--- src/rtl/debounce_edge_qualifier_if.sv ---
// debounce_edge_qualifier_if: debounced-level input, controls and edge/count/period results
interface debounce_edge_qualifier_if #(
  parameter int HOLDOFF_W = 8,
  parameter int CNT_W     = 16,
  parameter int PER_W     = 24
);
  logic                 din;
  logic                 enable;
  logic [HOLDOFF_W-1:0] holdoff;
  logic                 clear;
  logic                 edge_pulse;
  logic                 busy;
  logic [CNT_W-1:0]     accept_cnt;
  logic [CNT_W-1:0]     reject_cnt;
  logic [PER_W-1:0]     period;
  logic                 period_valid;
  modport master (
    output din, enable, holdoff, clear,
    input  edge_pulse, busy, accept_cnt, reject_cnt, period, period_valid
  );
  modport slave (
    input  din, enable, holdoff, clear,
    output edge_pulse, busy, accept_cnt, reject_cnt, period, period_valid
  );
endinterface

--- src/rtl/debounce_edge_qualifier.sv ---
// debounce_edge_qualifier: rising-edge qualifier with hold-off, saturating edge counts and edge-to-edge period
module debounce_edge_qualifier #(
  parameter int HOLDOFF_W = 8,
  parameter int CNT_W     = 16,
  parameter int PER_W     = 24
) (
  input  logic                      clk,
  input  logic                      reset_n,
  debounce_edge_qualifier_if.slave  bus
);
  typedef enum logic {IDLE = 1'b0, HOLD = 1'b1} state_t;
  state_t               r_state, w_next;
  logic                 r_din_q, r_armed, r_first_seen, r_edge_pulse, r_period_valid;
  logic [HOLDOFF_W-1:0] r_hold_cnt;
  logic [CNT_W-1:0]     r_accept_cnt, r_reject_cnt;
  logic [PER_W-1:0]     r_per_cnt, r_period, w_per_inc;
  logic                 w_rise, w_accept, w_reject, w_busy;
  // r_armed blocks a level that is already high when reset releases from counting as an edge
  assign w_rise    = bus.din & ~r_din_q & r_armed;
  assign w_per_inc = &r_per_cnt ? r_per_cnt : r_per_cnt + 1'b1;
  assign bus.edge_pulse   = r_edge_pulse;
  assign bus.period_valid = r_period_valid;
  assign bus.busy         = w_busy;
  assign bus.accept_cnt   = r_accept_cnt;
  assign bus.reject_cnt   = r_reject_cnt;
  assign bus.period       = r_period;
  // state register
  always_ff @(posedge clk or negedge reset_n) begin
    if (!reset_n) r_state <= IDLE;
    else          r_state <= w_next;
  end
  // next state: HOLD is entered only with a nonzero count and leaves as the count reaches zero
  always_comb begin
    w_next = r_state;
    if (bus.clear)             w_next = IDLE;
    else if (r_state == IDLE)  w_next = (w_accept && bus.holdoff != '0) ? HOLD : IDLE;
    else                       w_next = (r_hold_cnt == HOLDOFF_W'(1)) ? IDLE : HOLD;
  end
  // state decode: clear overrides any coincident rise
  always_comb begin
    w_accept = (r_state == IDLE) & w_rise & bus.enable & ~bus.clear;
    w_reject = (r_state == HOLD) & w_rise & bus.enable & ~bus.clear;
    w_busy   = (r_state == HOLD);
  end
  // level history for edge detection, kept running through clear to avoid re-triggering
  always_ff @(posedge clk or negedge reset_n) begin
    if (!reset_n) begin
      r_din_q <= 1'b0;
      r_armed <= 1'b0;
    end else begin
      r_din_q <= bus.din;
      r_armed <= r_armed | ~bus.din;
    end
  end
  // hold-off countdown, loaded with the holdoff value captured at accept
  always_ff @(posedge clk or negedge reset_n) begin
    if (!reset_n)               r_hold_cnt <= '0;
    else if (bus.clear)         r_hold_cnt <= '0;
    else if (w_accept)          r_hold_cnt <= bus.holdoff;
    else if (r_state == HOLD)   r_hold_cnt <= r_hold_cnt - 1'b1;
  end
  // saturating accepted/rejected counters and the one-cycle edge pulse
  always_ff @(posedge clk or negedge reset_n) begin
    if (!reset_n) begin
      r_accept_cnt <= '0;
      r_reject_cnt <= '0;
      r_edge_pulse <= 1'b0;
    end else if (bus.clear) begin
      r_accept_cnt <= '0;
      r_reject_cnt <= '0;
      r_edge_pulse <= 1'b0;
    end else begin
      r_accept_cnt <= (w_accept && !(&r_accept_cnt)) ? r_accept_cnt + 1'b1 : r_accept_cnt;
      r_reject_cnt <= (w_reject && !(&r_reject_cnt)) ? r_reject_cnt + 1'b1 : r_reject_cnt;
      r_edge_pulse <= w_accept;
    end
  end
  // edge-to-edge period: the first accept only arms the measurement
  always_ff @(posedge clk or negedge reset_n) begin
    if (!reset_n) begin
      r_per_cnt      <= '0;
      r_period       <= '0;
      r_first_seen   <= 1'b0;
      r_period_valid <= 1'b0;
    end else if (bus.clear) begin
      r_per_cnt      <= '0;
      r_period       <= '0;
      r_first_seen   <= 1'b0;
      r_period_valid <= 1'b0;
    end else begin
      r_per_cnt      <= w_accept ? '0 : w_per_inc;
      r_period       <= (w_accept && r_first_seen) ? w_per_inc : r_period;
      r_first_seen   <= r_first_seen | w_accept;
      r_period_valid <= w_accept & r_first_seen;
    end
  end
endmodule

--- src/flat_wrapper.sv ---
// flat-port wrapper written by rule: the top's interface ports become plain ports
module debounce_edge_qualifier_flat 
#(
  parameter int HOLDOFF_W = 8,
  parameter int CNT_W     = 16,
  parameter int PER_W     = 24
)
  (clk, reset_n, bus_din, bus_enable, bus_holdoff, bus_clear, bus_edge_pulse, bus_busy, bus_accept_cnt, bus_reject_cnt, bus_period, bus_period_valid);
  debounce_edge_qualifier_if #(.HOLDOFF_W(HOLDOFF_W), .CNT_W(CNT_W), .PER_W(PER_W)) bus_i ();
  input  logic clk;
  input  logic reset_n;
  input wire logic [$bits(bus_i.din)-1:0] bus_din;
  input wire logic [$bits(bus_i.enable)-1:0] bus_enable;
  input wire logic [$bits(bus_i.holdoff)-1:0] bus_holdoff;
  input wire logic [$bits(bus_i.clear)-1:0] bus_clear;
  output wire logic [$bits(bus_i.edge_pulse)-1:0] bus_edge_pulse;
  output wire logic [$bits(bus_i.busy)-1:0] bus_busy;
  output wire logic [$bits(bus_i.accept_cnt)-1:0] bus_accept_cnt;
  output wire logic [$bits(bus_i.reject_cnt)-1:0] bus_reject_cnt;
  output wire logic [$bits(bus_i.period)-1:0] bus_period;
  output wire logic [$bits(bus_i.period_valid)-1:0] bus_period_valid;
  assign bus_i.din = bus_din;
  assign bus_i.enable = bus_enable;
  assign bus_i.holdoff = bus_holdoff;
  assign bus_i.clear = bus_clear;
  assign bus_edge_pulse = bus_i.edge_pulse;
  assign bus_busy = bus_i.busy;
  assign bus_accept_cnt = bus_i.accept_cnt;
  assign bus_reject_cnt = bus_i.reject_cnt;
  assign bus_period = bus_i.period;
  assign bus_period_valid = bus_i.period_valid;
  debounce_edge_qualifier #(.HOLDOFF_W(HOLDOFF_W), .CNT_W(CNT_W), .PER_W(PER_W)) u_core (.clk(clk), .reset_n(reset_n), .bus(bus_i));
endmodule
--- config.mk ---
export PLATFORM = sky130hd
export DESIGN_NAME = debounce_edge_qualifier_flat
export DESIGN_NICKNAME = d
export VERILOG_FILES = /design/src/rtl/debounce_edge_qualifier_if.sv /design/src/rtl/debounce_edge_qualifier.sv /design/src/flat_wrapper.sv
export SDC_FILE = /design/constraint.sdc
export NUM_CORES = 1
export LEC_CHECK = 0
export CAP_MARGIN = 20
export CORE_MARGIN = 2
export CORE_UTILIZATION = 50
export DETAILED_ROUTE_END_ITERATION = 12
export PLACE_DENSITY = 0.75
export REMOVE_ABC_BUFFERS = 1
export SYNTH_ARGS = -nofsm -noshare
export SYNTH_HDL_FRONTEND = slang
export SYNTH_SLANG_ARGS = --single-unit
--- constraint.sdc ---
create_clock -name clk -period 5.6 [get_ports clk]
set_clock_uncertainty 0.2 [all_clocks]
set_input_delay 1.12 -clock clk [delete_from_list [all_inputs] [get_ports clk]]
set_output_delay 1.12 -clock clk [all_outputs]
set_load 0.1 [all_outputs]
-- Word level (Yosys, flattened, before mapping)
Index checks and enable logic that the tools add are counted.
W data, S select, Z words.
- word-level logic and storage cells: 64
- output and inout bits: 59
- bits of input ports: 13
- flip-flop bits (word level): 94
- bitwise gates (word level): 15
- $add $sub $neg: 4
- eq/ne operators: 1
- mux-type cells: 19
- reductions and logical operators: 14
- operators by type and width (kind ; number):
    $mux W24 ; 5
    $mux W16 ; 4
    $add A16 B1 Y16 const B ; 2
    $reduce_and A16 Y1 ; 2
    $add A24 B1 Y24 const B ; 1
    $mux W8 ; 3
    $reduce_and A24 Y1 ; 1
    $and A1 B1 Y1 ; 9
    $eq A8 B1 Y1 const B ; 1
    $reduce_bool A8 Y1 ; 1
    $sub A8 B1 Y8 const B ; 1
    $mux W1 ; 7
    $reduce_bool A2 Y1 ; 3
    $logic_and A1 B1 Y1 ; 4
    $not A1 Y1 ; 4
    $reduce_bool A3 Y1 ; 1
    $logic_not A1 Y1 ; 2
    $or A1 B1 Y1 ; 2

-- Depth between registers and ports, before layout
- depth in word-level cells: 10
- mapped depth: 7
- mapped depth without buffers: 7

-- Worst setup path after synthesis
No wires, ideal clock.
- kind: register -> register
- start point: register u_core.r_reject_cnt[0], in the netlist u_core.bus.reject_cnt[0]
- end point: register u_core.r_reject_cnt[13], in the netlist u_core.bus.reject_cnt[13]
- period minus slack after synthesis: 2.636 ns
- arrival: 2.304 ns
- required time: 5.268 ns
- stages on the path, launching flop included: 8
- path slack: 2.964 ns
- buffers on the path: 1
- library setup time: 0.132 ns
- path through: dfrtp_1 > ha_1 > nand4_1 > nor4_2 > buf_2 > nor3_1 > xnor2_1 > nor2_1
- longest elaborated chain between the ends: 4
- elaborated cells between the ends (all ways): 7
- those cells by class: add/sub: 1; mux: 2; reduce/logical: 4
- ends and longest elaborated chain (what ; line ; text):
    start: declaration ; debounce_edge_qualifier.sv:15 ; logic [CNT_W-1:0] r_accept_cnt, r_reject_cnt;
    start signal: assignment ; debounce_edge_qualifier.sv:74 ; r_reject_cnt <= (w_reject && !(&r_reject_cnt)) ? r_reject_cnt + 1'b1 : r_reject_cnt;
    branches (longest 4 deep; another with $add A16 B1 Y16) ; n/a ;
Several ways; the timed one is not identified. The select of a mux whose other input is x is not followed.
A chain may end at the register's enable or synchronous reset.

-- Worst setup path in the final report
- start point: register u_core.r_state, in the netlist u_core.bus.busy
- end point: output bus_busy
- RTL lines (what ; line ; text):
    start: declaration ; debounce_edge_qualifier.sv:12 ; state_t r_state, w_next;
    start signal: assignment ; debounce_edge_qualifier.sv:30 ; else r_state <= w_next;
    end: declaration ; flat_wrapper.sv:17 ; output wire logic [$bits(bus_i.busy)-1:0] bus_busy;
No word-level cell between the ends.

==> results.json <==
{
  "drv_slew": 0,
  "drive_gt1_share_pct": 6.18,
  "min_period_ns": 3.65,
  "maxCapViolations": 0,
  "synth_seq_cells": 94,
  "htreeDepth": 3,
  "die_w_um": 101,
  "area_delta_synth_final_pct": 21.3,
  "hold_slack_ns": 0.290,
  "avgRoutedWirePerCell_um": 15.3,
  "p_leak_nw": 2.26,
  "dr.pass1.iters": 4,
  "fin_crit_sh_pct": 65.1,
  "post_cts_resize_count": 0,
  "io_buffer_count": 71,
  "ir_drop_mv": 0.148,
  "cp_top_family": "buffers and inverters",
  "cts_inserted_buffers": 9,
  "grt_max_degree": 56,
  "worstPathMaxFanout": 21,
  "r2r_start": "u_core.r_din_q$_DFF_PN0_",
  "cts.reportedPaths.clkPinSlew_ns": 0.09,
  "antenna_found_initial": 0,
  "syn_area_per_cell_um2": 9.68,
  "dpl.hpwl_mm": 7.01,
  "arrival_ns": 2.33,
  "status": "finished, final reports clean",
  "core_area_mm2": 0.00915,
  "synth_cell_types": 49,
  "chipHeight_um": 101,
  "wirelength_mm": 10.1,
  "critPathMaxStageDelay_ns": 1.25,
  "dieArea_mm2": 0.0101,
  "setup_viol": 0,
  "critPathSlowestCell": "clkdlybuf4s50_1",
  "worst_pin_slew_ns": 1.02,
  "ant_nets": 0,
  "critPathKind": "flip-flop to output port",
  "nNetsFinal": 563,
  "setup-tns-final_ns": 0,
  "cts_sinks": 94,
  "max_freq_ghz": 0.274,
  "grt-ovfl-total": 0,
  "max_slew_margin_pct": 31.8,
  "via_per_inst": 5.70,
  "cp-startpoint": "u_core.bus.busy$_DFF_PN0_",
  "root_buffer": "clkbuf_8",
  "cts_tree": "done",
  "path_cells": "clkdlybuf4s50_1",
  "cp_num_buf_inv": 1,
  "dominantRegCellSynth": "dfrtp_1",
  "endpoint_kind": "output port",
  "drt_iter0_drc": 159,
  "syn_inst": 481,
  "via_count": 3769,
  "drt_drc_violations_left": 0,
  "ctsLongestPathBuffers": 2,
  "hold_viol": 0,
  "track_usage_pct": 21.3,
  "num_rows": 35,
  "grt_pass1_vias": 3661,
  "required_ns": 4.28,
  "antenna_cells": 0,
  "seq_area_frac_synth_pct": 50.5,
  "rsz0062_at_grt": "no",
  "start_kind": "flip-flop",
  "place.gp.congestion": 0.827,
  "clock_latency_ns": 0.36,
  "post-route-util_pct": 61.7,
  "worstHoldPathType": "flip-flop to flip-flop",
  "synth_area_mm2": 0.00466,
  "p_per_area_mw_per_mm2": 220,
  "synth-edff-count": 0,
  "cts_hold_buf": 0,
  "fill_cells": 757,
  "start_util_pct": 50.9,
  "ys_warn_count": 0,
  "async_flop_share_pct": 100,
  "grt_pass1_wl_mm": 17.4,
  "hp-start": "u_core.bus.period[9]$_DFFE_PN0P_",
  "ios": 72,
  "post_cts_buffers": 0
}
per-stage QoR:
step                setup slack [ns]  instance area (um^2)  instances  power, mW
finish                          1.95                  5650        661       1.24
global route                    1.88                  5650        661       1.29
global placement                1.96                  5430        643      0.790
detailed placement              1.83                  5440        644      0.792
CTS                             1.95                  5640        660       1.25
floorplan                       2.71                  4560        457      0.749
worst paths after layout:
path / cells past startpoint / slack, ns / end
max: 1 / 1.95 / bus_busy
min: 2 / 0.29 / u_core.bus.period[9]$_DFFE_PN0P_
min in group asynchronous: 1 / 0.52 / u_core.bus.accept_cnt[2]$_DFFE_PN0P_
min reg2reg: 2 / 0.29 / u_core.bus.period[9]$_DFFE_PN0P_
max in group asynchronous: 2 / 3.62 / u_core.bus.period[20]$_DFFE_PN0P_
max reg2reg: 5 / 3.06 / u_core.bus.period[23]$_DFFE_PN0P_
worst register-to-register path, cell delays in order, from the launching register on:
cell and delay, ns:
dfrtp_1 0.39, nand4b_1 0.33, nor3_2 0.37, nand2_1 0.52, or4_1 0.58, nand3_1 0.09
kinds of logic after synthesis:
logic type / synth area share, %
adders and majority gates: 1.34
buffers and inverters: 2.61
DFF: 50.5
and+or+nand+nor: 25.4
xor gates and xnor gates: 8.65
muxes: 1.29
AOI/OAI and AO/OA: 10.2
placed cells by master (no fill, tap or decap), types with 2 or more instances in the layout:
cell type	instances
mux2i_1	6
and3_1	12
ha_1	5
or3_1	4
nor4_2	2
clkdlybuf4s50_1	69
nand3_1	18
and4_1	6
nor3b_1	4
nor2_1	67
o21ai_0	29
nand2b_1	4
a211oi_1	7
nand2_1	36
nor4_1	5
xnor2_1	32
nor4b_1	2
nand4_1	16
dfrtp_1	94
inv_1	7
xor2_1	14
clkbuf_1	2
nand3b_1	12
o211ai_1	11
a21oi_1	19
buf_4	7
nor3_2	4
clkbuf_8	11
o21ai_1	3
o2111ai_1	2
nor3_1	17
sequential cells by signal, summed over array words and instances, names as in the netlist:
signal	cells
u_core.bus.busy	1
u_core.bus.period_valid	1
u_core.r_first_seen	1
u_core.bus.reject_cnt	16
u_core.r_din_q	1
u_core.r_armed	1
u_core.bus.accept_cnt	16
u_core.bus.period	24
u_core.r_per_cnt	24
u_core.bus.edge_pulse	1
u_core.r_hold_cnt	8
cells in the mapped netlist (2+ instances only):
cell       number  area (um^2)
and4_1          6         52.6
nor3_2          4         40.0
o21ai_0        29          145
o211ai_1       11         82.6
nor2_1         67          251
nand2b_1        4         25.0
xnor2_1        32          280
a21oi_1        19         95.1
buf_2           3         15.0
nand3b_1       12         90.1
nor3b_1         4         30.0
nand3_1        18         90.1
o2111ai_1       2         17.5
nand2_1        36          135
ha_1            5         62.6
nor4b_1         2         17.5
nor3_1         17         85.1
inv_1           7         26.3
dfrtp_1        94         2350
xor2_1         14          123
nand4_1        16          100
nor4_1          5         31.3
o21ai_1         3         15.0
or3_1           4         25.0
clkbuf_1       20         75.1
nor4_2          2         25.0
and3_1         12         75.1
mux2i_1         6         60.1
a211oi_1        7         52.6
report_power, final:
part | leakage (nW) | total (mW) | switching, mW | internal (mW)
clock | 0.0996 | 0.463 | 0.232 | 0.231
sequential | 1.30 | 0.696 | 0.00998 | 0.686
combinational | 0.858 | 0.0828 | 0.0554 | 0.0274
routing by layer:
layer	global-route usage [%]	share of wire, %
met5	0	0
met4	5.90	1.1
met3	3.88	3.0
met2	34.8	49
met1	29.4	47
area by class of cell:
class / instances / area, um^2 / share of cell area [%]
timing repair buffer: 77 / 748 / 13.2
multi-input combinational: 356 / 2180 / 38.6
inverter: 7 / 26.3 / 0.465
tap: 111 / 139 / 2.46
sequential: 94 / 2350 / 41.6
clock inverter: 3 / 42.5 / 0.753
clock buffer: 13 / 159 / 2.81
Note: power is estimated with default switching activity, not from simulation.
